**config.mk**
```make
export PLATFORM = sky130hd
export DESIGN_NAME = atm_cell_rewriter
export DESIGN_NICKNAME = d
export VERILOG_FILES = /design/src/rtl/atm_cell_rewriter.sv
export SDC_FILE = /design/constraint.sdc
export NUM_CORES = 1
export LEC_CHECK = 0
export BUFFER_PORTS_ARGS = -buffer_cell sky130_fd_sc_hd__buf_4
export CORE_ASPECT_RATIO = 1.75
export CORE_MARGIN = 2
export CORE_UTILIZATION = 55
export DETAILED_ROUTE_END_ITERATION = 8
export HOLD_SLACK_MARGIN = 0.03
export PLACE_DENSITY_LB_ADDON = 0.25
export SLEW_MARGIN = 20
export SYNTH_ARGS = -nofsm -noshare
export SYNTH_HDL_FRONTEND = slang
export SYNTH_SLANG_ARGS = --single-unit
```
**constraint.sdc**
```tcl
create_clock -name clk -period 3.7 [get_ports clk]
set_clock_uncertainty 0.2 [all_clocks]
set_input_delay 0.37 -clock clk [delete_from_list [all_inputs] [get_ports clk]]
set_output_delay 0.37 -clock clk [all_outputs]
set_load 0.1 [all_outputs]
```
**src/rtl/atm_cell_rewriter.sv**
```systemverilog
// rtl/atm_cell_rewriter.sv - UNI to NNI ATM cell header rewriter
// Checks input HEC, maps VPI through an external table and regenerates HEC.
module atm_cell_rewriter #(
  parameter int NumTx    = 4,
  parameter bit CheckHec = 1'b1
) (
  input  logic                clk,
  input  logic                rst_n,
  input  logic                in_valid,
  output logic                in_ready,
  input  logic [7:0]          in_data,
  input  logic                in_soc,
  output logic [7:0]          lut_addr,
  input  logic [NumTx+11:0]   lut_rdata,
  output logic                out_valid,
  input  logic                out_ready,
  output logic [7:0]          out_data,
  output logic                out_soc,
  output logic                out_eoc,
  output logic [NumTx-1:0]    out_fwd,
  output logic                drop_hec,
  output logic                drop_nofwd
);

  typedef enum logic [2:0] {IDLE, HDR, LOOKUP, EMIT, PAYLOAD, DISCARD} state_e;

  state_e            state_q, state_d;
  logic [2:0]        cnt_q, cnt_d;
  logic [5:0]        pay_q, pay_d;
  logic [4:0][7:0]   hdr_q, hdr_d;
  logic [7:0]        lut_addr_q, lut_addr_d;
  logic [NumTx-1:0]  fwd_q, fwd_d;
  logic              alive_q, alive_d;

  logic [NumTx-1:0]  lut_fwd;
  logic [11:0]       lut_vpi;
  logic [7:0]        nni0, nni1, new_hec;
  logic              hdr_ok;

  // CRC-8 x^8+x^2+x+1, init 0, MSB first, coset 0x55
  function automatic logic [7:0] hec_of(input logic [31:0] h);
    logic [7:0] c;
    logic       fb;
    c = 8'h00;
    for (int i = 31; i >= 0; i--) begin
      fb = c[7] ^ h[i];
      c  = {c[6:0], 1'b0} ^ (fb ? 8'h07 : 8'h00);
    end
    return c ^ 8'h55;
  endfunction

  assign lut_fwd  = lut_rdata[NumTx+11:12];
  assign lut_vpi  = lut_rdata[11:0];
  assign nni0     = lut_vpi[11:4];
  assign nni1     = {lut_vpi[3:0], hdr_q[1][3:0]};
  assign hdr_ok   = (hec_of({hdr_q[0], hdr_q[1], hdr_q[2], hdr_q[3]}) == hdr_q[4]);
  assign new_hec  = hec_of({nni0, nni1, hdr_q[2], hdr_q[3]});
  assign lut_addr = lut_addr_q;
  assign out_fwd  = fwd_q;
  assign alive_d  = 1'b1;

  always_comb begin
    state_d    = state_q;
    cnt_d      = cnt_q;
    pay_d      = pay_q;
    hdr_d      = hdr_q;
    lut_addr_d = lut_addr_q;
    fwd_d      = fwd_q;
    in_ready   = 1'b0;
    out_valid  = 1'b0;
    out_data   = 8'h00;
    out_soc    = 1'b0;
    out_eoc    = 1'b0;
    drop_hec   = 1'b0;
    drop_nofwd = 1'b0;
    case (state_q)
      IDLE: begin
        // alive_q keeps in_ready low until the first edge after reset release
        in_ready = alive_q;
        if (in_valid && alive_q && in_soc) begin
          hdr_d[0] = in_data;
          cnt_d    = 3'd1;
          state_d  = HDR;
        end
      end
      HDR: begin
        in_ready = 1'b1;
        if (in_valid) begin
          if (in_soc) begin
            hdr_d[0] = in_data;
            cnt_d    = 3'd1;
          end else begin
            hdr_d[cnt_q] = in_data;
            if (cnt_q == 3'd1) lut_addr_d = {hdr_q[0][3:0], in_data[7:4]};
            if (cnt_q == 3'd4) begin
              cnt_d   = 3'd0;
              state_d = LOOKUP;
            end else begin
              cnt_d = cnt_q + 3'd1;
            end
          end
        end
      end
      LOOKUP: begin
        pay_d = 6'd0;
        if (CheckHec && !hdr_ok) begin
          drop_hec = 1'b1;
          state_d  = DISCARD;
        end else if (lut_fwd == '0) begin
          drop_nofwd = 1'b1;
          state_d    = DISCARD;
        end else begin
          fwd_d    = lut_fwd;
          hdr_d[0] = nni0;
          hdr_d[1] = nni1;
          hdr_d[4] = new_hec;
          cnt_d    = 3'd0;
          state_d  = EMIT;
        end
      end
      EMIT: begin
        out_valid = 1'b1;
        out_data  = hdr_q[cnt_q];
        out_soc   = (cnt_q == 3'd0);
        if (out_ready) begin
          if (cnt_q == 3'd4) begin
            pay_d   = 6'd0;
            state_d = PAYLOAD;
          end else begin
            cnt_d = cnt_q + 3'd1;
          end
        end
      end
      PAYLOAD: begin
        in_ready  = out_ready;
        out_valid = in_valid;
        out_data  = in_data;
        out_eoc   = (pay_q == 6'd47);
        if (in_valid && out_ready) begin
          if (pay_q == 6'd47) state_d = IDLE;
          else                pay_d   = pay_q + 6'd1;
        end
      end
      DISCARD: begin
        in_ready = 1'b1;
        if (in_valid) begin
          if (pay_q == 6'd47) state_d = IDLE;
          else                pay_d   = pay_q + 6'd1;
        end
      end
      default: state_d = IDLE;
    endcase
  end

  always_ff @(posedge clk or negedge rst_n) begin
    if (!rst_n) begin
      state_q    <= IDLE;
      cnt_q      <= 3'd0;
      pay_q      <= 6'd0;
      hdr_q      <= '0;
      lut_addr_q <= 8'h00;
      fwd_q      <= '0;
      alive_q    <= 1'b0;
    end else begin
      state_q    <= state_d;
      cnt_q      <= cnt_d;
      pay_q      <= pay_d;
      hdr_q      <= hdr_d;
      lut_addr_q <= lut_addr_d;
      fwd_q      <= fwd_d;
      alive_q    <= alive_d;
    end
  end

endmodule
```
* After elaboration in Yosys (flattened, before gate mapping) *
Index checks and enable logic that the tools add are counted.

word-level totals
  bits in writable memories = 0
  latch bits = 0
  logic and storage cells = 302
  memories kept = 0
  register bits = 65
  input port bits = 29
  ROM bits = 0
  output and inout bits = 26

cells by class
  mux-type cells = 116
  multipliers = 0
  reductions and logical operators = 21
  shift operators = 0
  equal/unequal tests = 20
  add/sub/neg operators = 2
  divide/modulo/power cells = 0
  bitwise logic cells = 129
  $lt $le $gt $ge = 2

operators with widths
  operator               number
  $xor A8 B3 Y8          54
  $mux W3                82
  $xor A1 B1 Y1          52
  $mux W8                6
  $pmux W8 S2            3
  $bwmux W40             1
  $mux W40               1
  $mux W16               2
  $mux W32               1
  $mux W6                5
  $bmux W8 S3            1
  $demux W8 S3           1
  $pmux W6 S4            1
  $pmux W8 S3            1
  $ne A2 B2 Y1 const B   11
  $pmux W3 S6            1
  $reduce_and A5 Y1      3
  $xor A7 B3 Y7          2
  $pmux W3 S4            1
  $xor A6 B3 Y6          2
  $xor A1 B1 Y1 const A  10
  $xor A5 B3 Y5          2
  $eq A3 B3 Y1 const B   3
  $eq A8 B8 Y1           1
  other kinds (24)       43

* Longest topological paths before layout *
  depth after elaboration = 89
  gate-level depth with buffers = 13

* Worst setup path before layout *
Ideal clock, no wire load.

  path type = register -> output
  start = register hdr_q[2] (netlist bit)
  end = output drop_nofwd
  data arrival time = 3.697 ns
  stages on the path, launching flop included = 8
  slack = -0.567 ns
  data required time = 3.130 ns
  cells stage by stage = dfrtp_1 xnor2_2 xnor3_1 xor3_1 xnor3_1 or4_1 a222oi_1 and2_1

on the way
  word-level cells in the longest chain between the ends = 41
  elaborated cells between the ends (all ways) = 67

RTL lines
  item                                                   line    source
  from (decl)                                            30      logic [4:0][7:0] hdr_q, hdr_d;
  from (signal assigned)                                 168     hdr_q <= hdr_d;
  $xor A1 B1 Y1 (*)                                      46      fb = c[7] ^ h[i];
  $mux W3 (*)                                            47      c = {c[6:0], 1'b0} ^ (fb ? 8'h07 : 8'h00);
  $xor A8 B3 Y8 (*) (6 in a row)                         47
  $xor A1 B1 Y1 / $xor A8 B3 Y8 (equally long branches)  46, 47
  $mux W3 (tied with other cells)                        47
  $xor A8 B3 Y8 (*) (6 in a row)                         47
  $xor A1 B1 Y1 / $xor A8 B3 Y8 (equally long branches)  46, 47
  $mux W3 (tied with other cells)                        47
  (+8 left out)                                          n/a
  $xor A8 B3 Y8 (*) (8 in a row)                         47
  $xor A1 B1 Y1 (tied with other cells)                  46
  $mux W3 / $xor A8 B3 Y8 (equally long branches)        47
  $xor A8 B3 Y8 (*)                                      47
  $not A4 Y4 (no source line)                            n/a
  $eq A8 B8 Y1 (*)                                       56      assign hdr_ok = (hec_of({hdr_q[0], hdr_q[1], hdr_q[2], hdr_q[3]}) == hdr_q[4]);
  $mux W1 (*)                                            106     if (CheckHec && !hdr_ok) begin
  $mux W1 (*)                                            76      case (state_q)
  to (decl)                                              22      output logic drop_nofwd

Every way passes the cells marked *; elsewhere a longest branch is shown, timed or not.

* Worst setup path after layout *
  start = register hdr_q[18] (netlist bit)
  end = output drop_nofwd

on the way
  word-level cells in the longest chain between the ends = 19
  elaborated cells between the ends (all ways) = 23

RTL lines
  item                                             line
  $xor A1 B1 Y1 (*)                                46
  $mux W3 (*)                                      47
  $xor A8 B3 Y8 (*) (8 in a row)                   47
  $xor A1 B1 Y1 (tied with other cells)            46
  $mux W3 / $xor A8 B3 Y8 (equally long branches)  47
  $xor A8 B3 Y8 (*) (3 in a row)                   47
  $not A4 Y4 (no source line)                      n/a
  $eq A8 B8 Y1 (*)                                 56
  $mux W1 (*)                                      106
  $mux W1 (*)                                      76

Marked as above.

==> flow_summary.json <==
{
  "run_status": "complete, but fails checks",
  "failing_checks": "negative setup slack",
  "final_design_area_no_fill_mm2": 0.00708,
  "vias": 4662,
  "instance_count_on_the_critical_path": 10,
  "clock.fmax_mhz": 236,
  "worst_case_clock_buffer_depth": 2,
  "layout_min_cycle_time_ns": 4.24,
  "synth-seq-area-share": 0.307,
  "transition_at_the_pin_with_the_smallest_max_transition_slack_ns": 1.09,
  "area.growth.synth_to_final_pct": 33.5,
  "layout.nets": 664,
  "crit_slowest_cell": "sky130_fd_sc_hd__xor3_1",
  "post_layout_nonfiller_instances": 759,
  "cts_buffers": 9,
  "postSynthCellCount": 499,
  "floorplan.initialDensity": 0.564,
  "post-synth-top-area-cell": "sky130_fd_sc_hd__dfrtp_1",
  "timing.critical_path.fanout_max": 4,
  "tritoncts": "done",
  "chipHeight_um": 134,
  "critPathRequiredTime_ns": 3.13,
  "first_global_vias": 4805,
  "worst_setup_path_start_kind": "register",
  "post_synth_mux_area_share": 0.127,
  "synthesis.area_mm2": 0.00531,
  "finalCoreUtilization": 0.753,
  "gp_congestion": 1.02,
  "initial_antenna_violation_count": 1,
  "synthDominantCellAreaShare": 0.307,
  "place_area_mm2": 0.00634,
  "drive_above_1_share": 0.376,
  "total_wirelength_mm": 17.9,
  "dp.final_hpwl_mm": 12.8,
  "maximum_number_of_pins_on_one_net_before_global_route_repair": 66,
  "hold_path_depth": 2,
  "yosysUniqueCellTypes": 50,
  "rsz0062_at_grt": "yes",
  "path_cells": "xor3_1, xnor3_1, xnor3_1, or3_1, a211o_1, a222oi_1, buf_4, buf_6, and2_4, buf_12",
  "cpLargestDelayFamily": "XOR/XNOR gates",
  "cellPowerDensity_mw_per_mm2": 434,
  "main_combinational_cell_family_by_area_after_synthesis": "XOR/XNOR gates",
  "max-cap-violations": 0,
  "placement_rows": 47,
  "setup.worst_path.class": "reg2out",
  "crit_buf_inv": 3,
  "share_of_the_synthesized_area_in_compound_gates_ao_oa_aoi_oai": 0.127,
  "ioPinCount": 55,
  "routedWlPerCell_um": 23.6,
  "route.antenna.remaining_nets": 0,
  "report.final.setup_viol": 31,
  "synth.top_cells.by_area": "sky130_fd_sc_hd__dfrtp_1 31%, sky130_fd_sc_hd__xnor2_1 14%, sky130_fd_sc_hd__mux2_2 8.9%",
  "drt_pre_antenna_iters": 5,
  "p_leak_nw": 3.32,
  "worstRegToRegCells": 12,
  "clock-sinks": 65,
  "globalRouteOverflowTotal": 0,
  "number_of_enable_flip_flop_cells_after_synthesis": 0,
  "finalCritPeriodShare": 1.15,
  "clk_pin_slew_ns": 0.06,
  "worst_setup_path_end_kind": "output port",
  "drc": 0,
  "synthesis.area_per_instance_um2": 10.6,
  "timing.hold.worst.class": "in2reg",
  "grt_util_all_layers": 0.356,
  "synth-warning-count": 0,
  "synth.ff_latch_count": 65,
  "final_cell_mix": "133 x sky130_fd_sc_hd__buf_4, 78 x sky130_fd_sc_hd__xnor2_1, 63 x sky130_fd_sc_hd__dfrtp_1",
  "place.detailed.instances": 718,
  "syn-num-nets": 532,
  "detail_route.iter0.violations": 505,
  "grt_pass1_wl_mm": 27.3,
  "via_per_inst": 6.14,
  "floorplan.die_area_mm2": 0.0105,
  "peakVddDrop_mv": 0.282,
  "layout.cells.most_common": "sky130_fd_sc_hd__buf_4",
  "preCtsSetupSlack_ns": -0.324,
  "post-route-worst-setup-slack_ns": -0.538,
  "report.final.hold_viol_count": 0,
  "cts.root.buffer_cell": "sky130_fd_sc_hd__clkbuf_16",
  "clock_latency_ns": 0.35,
  "critical-path-max-stage-delay_ns": 0.46,
  "htreeDepth": 3,
  "port_buffers": 54,
  "post_synth_fa_ha_maj_area_fraction": 0.00943,
  "design_power_total_mw": 3.07,
  "cp_data_arrival_time_ns": 3.67,
  "synth_simple_gate_area_share": 0.0875,
  "synth_async_sr_flop_share": 1.00,
  "yosys_most_used_dff": "sky130_fd_sc_hd__dfrtp_1",
  "dieWidth_um": 78.2,
  "path_common_cell": "sky130_fd_sc_hd__xnor3_1",
  "final_slew_violations": 0,
  "yosys.area_share.xor_xnor": 0.321,
  "slew_headroom": 0.271,
  "core_region_area_mm2": 0.00941
}
-- logic make-up (layout without fill, tap and decap cells) --
group | Yosys count | count (layout)
AO/OA/AOI/OAI | 101 | 101
XOR/XNOR | 144 | 144
adder cells (fa/ha/maj) | 4 | 4
buffers and inverters | 29 | 166
flip-flops | 65 | 65
multiplexers | 57 | 57
other | 1 | 2
AND/OR/NAND/NOR | 98 | 98
-- worst register-to-register path, delay by kind of cell (launching register included) --
| kind | cells | cell delay (ns) |
|---|---|---|
| xor+xnor | 3 | 1.25 |
| compound gates | 3 | 0.94 |
| flops | 1 | 0.37 |
| buf+inv | 3 | 0.46 |
| mux | 1 | 0.33 |
| simple gates | 2 | 0.53 |
-- per-layer routing --
layer  share of wire  GRT usage
met1            0.34      0.387
met2            0.51      0.612
met3           0.054     0.0485
met4           0.098      0.282
met5               0          0
-- cell type report --
type | count | area, um^2
Sequential cell | 65 | 1630
Fill cell | 619 | 2330
Antenna cell | 1 | 2.50
Tap cell | 122 | 153
Multi-Input combinational cell | 405 | 3790
Clock buffer | 9 | 225
Clock inverter | 7 | 119
Timing Repair Buffer | 144 | 1140
Inverter | 6 | 22.5
-- state kept, by name, indices dropped and copies added, names as in the netlist --
name / count
hdr_q: 40
out_fwd: 4
pay_q: 6
alive_q: 1
lut_addr: 8
cnt_q: 3
state_q: 3
-- worst paths after layout --
path / slack, ns / from / endpoint
worst max-delay path: -0.54 / hdr_q[18]$_DFFE_PN0P_ / drop_nofwd
worst min-delay path: 0.07 / lut_rdata[14] / out_fwd[2]$_DFFE_PN0P_
worst max register to register: -0.49 / hdr_q[18]$_DFFE_PN0P_ / hdr_q[38]$_DFFE_PN0P_
worst min register to register: 0.30 / lut_addr[6]$_DFFE_PN0P_ / lut_addr[6]$_DFFE_PN0P_
max in group asynchronous: 2.18 / rst_n / hdr_q[1]$_DFFE_PN0P_
min in group asynchronous: 0.48 / rst_n / out_fwd[1]$_DFFE_PN0P_
-- power by group --
group / leakage, nW / total (mW) / internal, mW / switching, mW
sequential: 0.878 / 0.781 / 0.746 / 0.0349
clock: 0.162 / 0.999 / 0.657 / 0.342
combinational: 2.28 / 1.29 / 0.580 / 0.710
-- Yosys cell counts, types with 9 or more instances --
master / number
sky130_fd_sc_hd__mux2i_1: 10
sky130_fd_sc_hd__xor2_1: 27
sky130_fd_sc_hd__mux2_2: 42
sky130_fd_sc_hd__xnor2_1: 84
sky130_fd_sc_hd__a22oi_1: 12
sky130_fd_sc_hd__o21ai_0: 35
sky130_fd_sc_hd__a22o_1: 19
sky130_fd_sc_hd__clkbuf_1: 16
sky130_fd_sc_hd__xnor3_1: 20
sky130_fd_sc_hd__a21oi_1: 13
sky130_fd_sc_hd__nand3_1: 10
sky130_fd_sc_hd__nor2_1: 18
sky130_fd_sc_hd__dfrtp_1: 65
sky130_fd_sc_hd__xor3_1: 9
sky130_fd_sc_hd__nand2_1: 41
-- through the flow --
| step | TNS [ns] | hold slack, ns |
|---|---|---|
| finish | -10.27 | 0.0705 |
| floorplan | -6.33 | -0.126 |
| CTS | -7.88 | 0.0669 |
| detailed placement | -7.32 | 0.299 |
| global route | -14.61 | 0.0801 |
| global placement | -5.89 | 0.289 |
-- what timing repair did --
item                                   CTS  global route
endpoints found under the hold margin   65             0
setup buffers                           14             9
setup endpoints to repair               31            31
cloned                                   0             0
gates resized for setup                 34             9
hold buffers                             1             0
pin swaps                               21             7
Power figures use the tool's default switching activity.
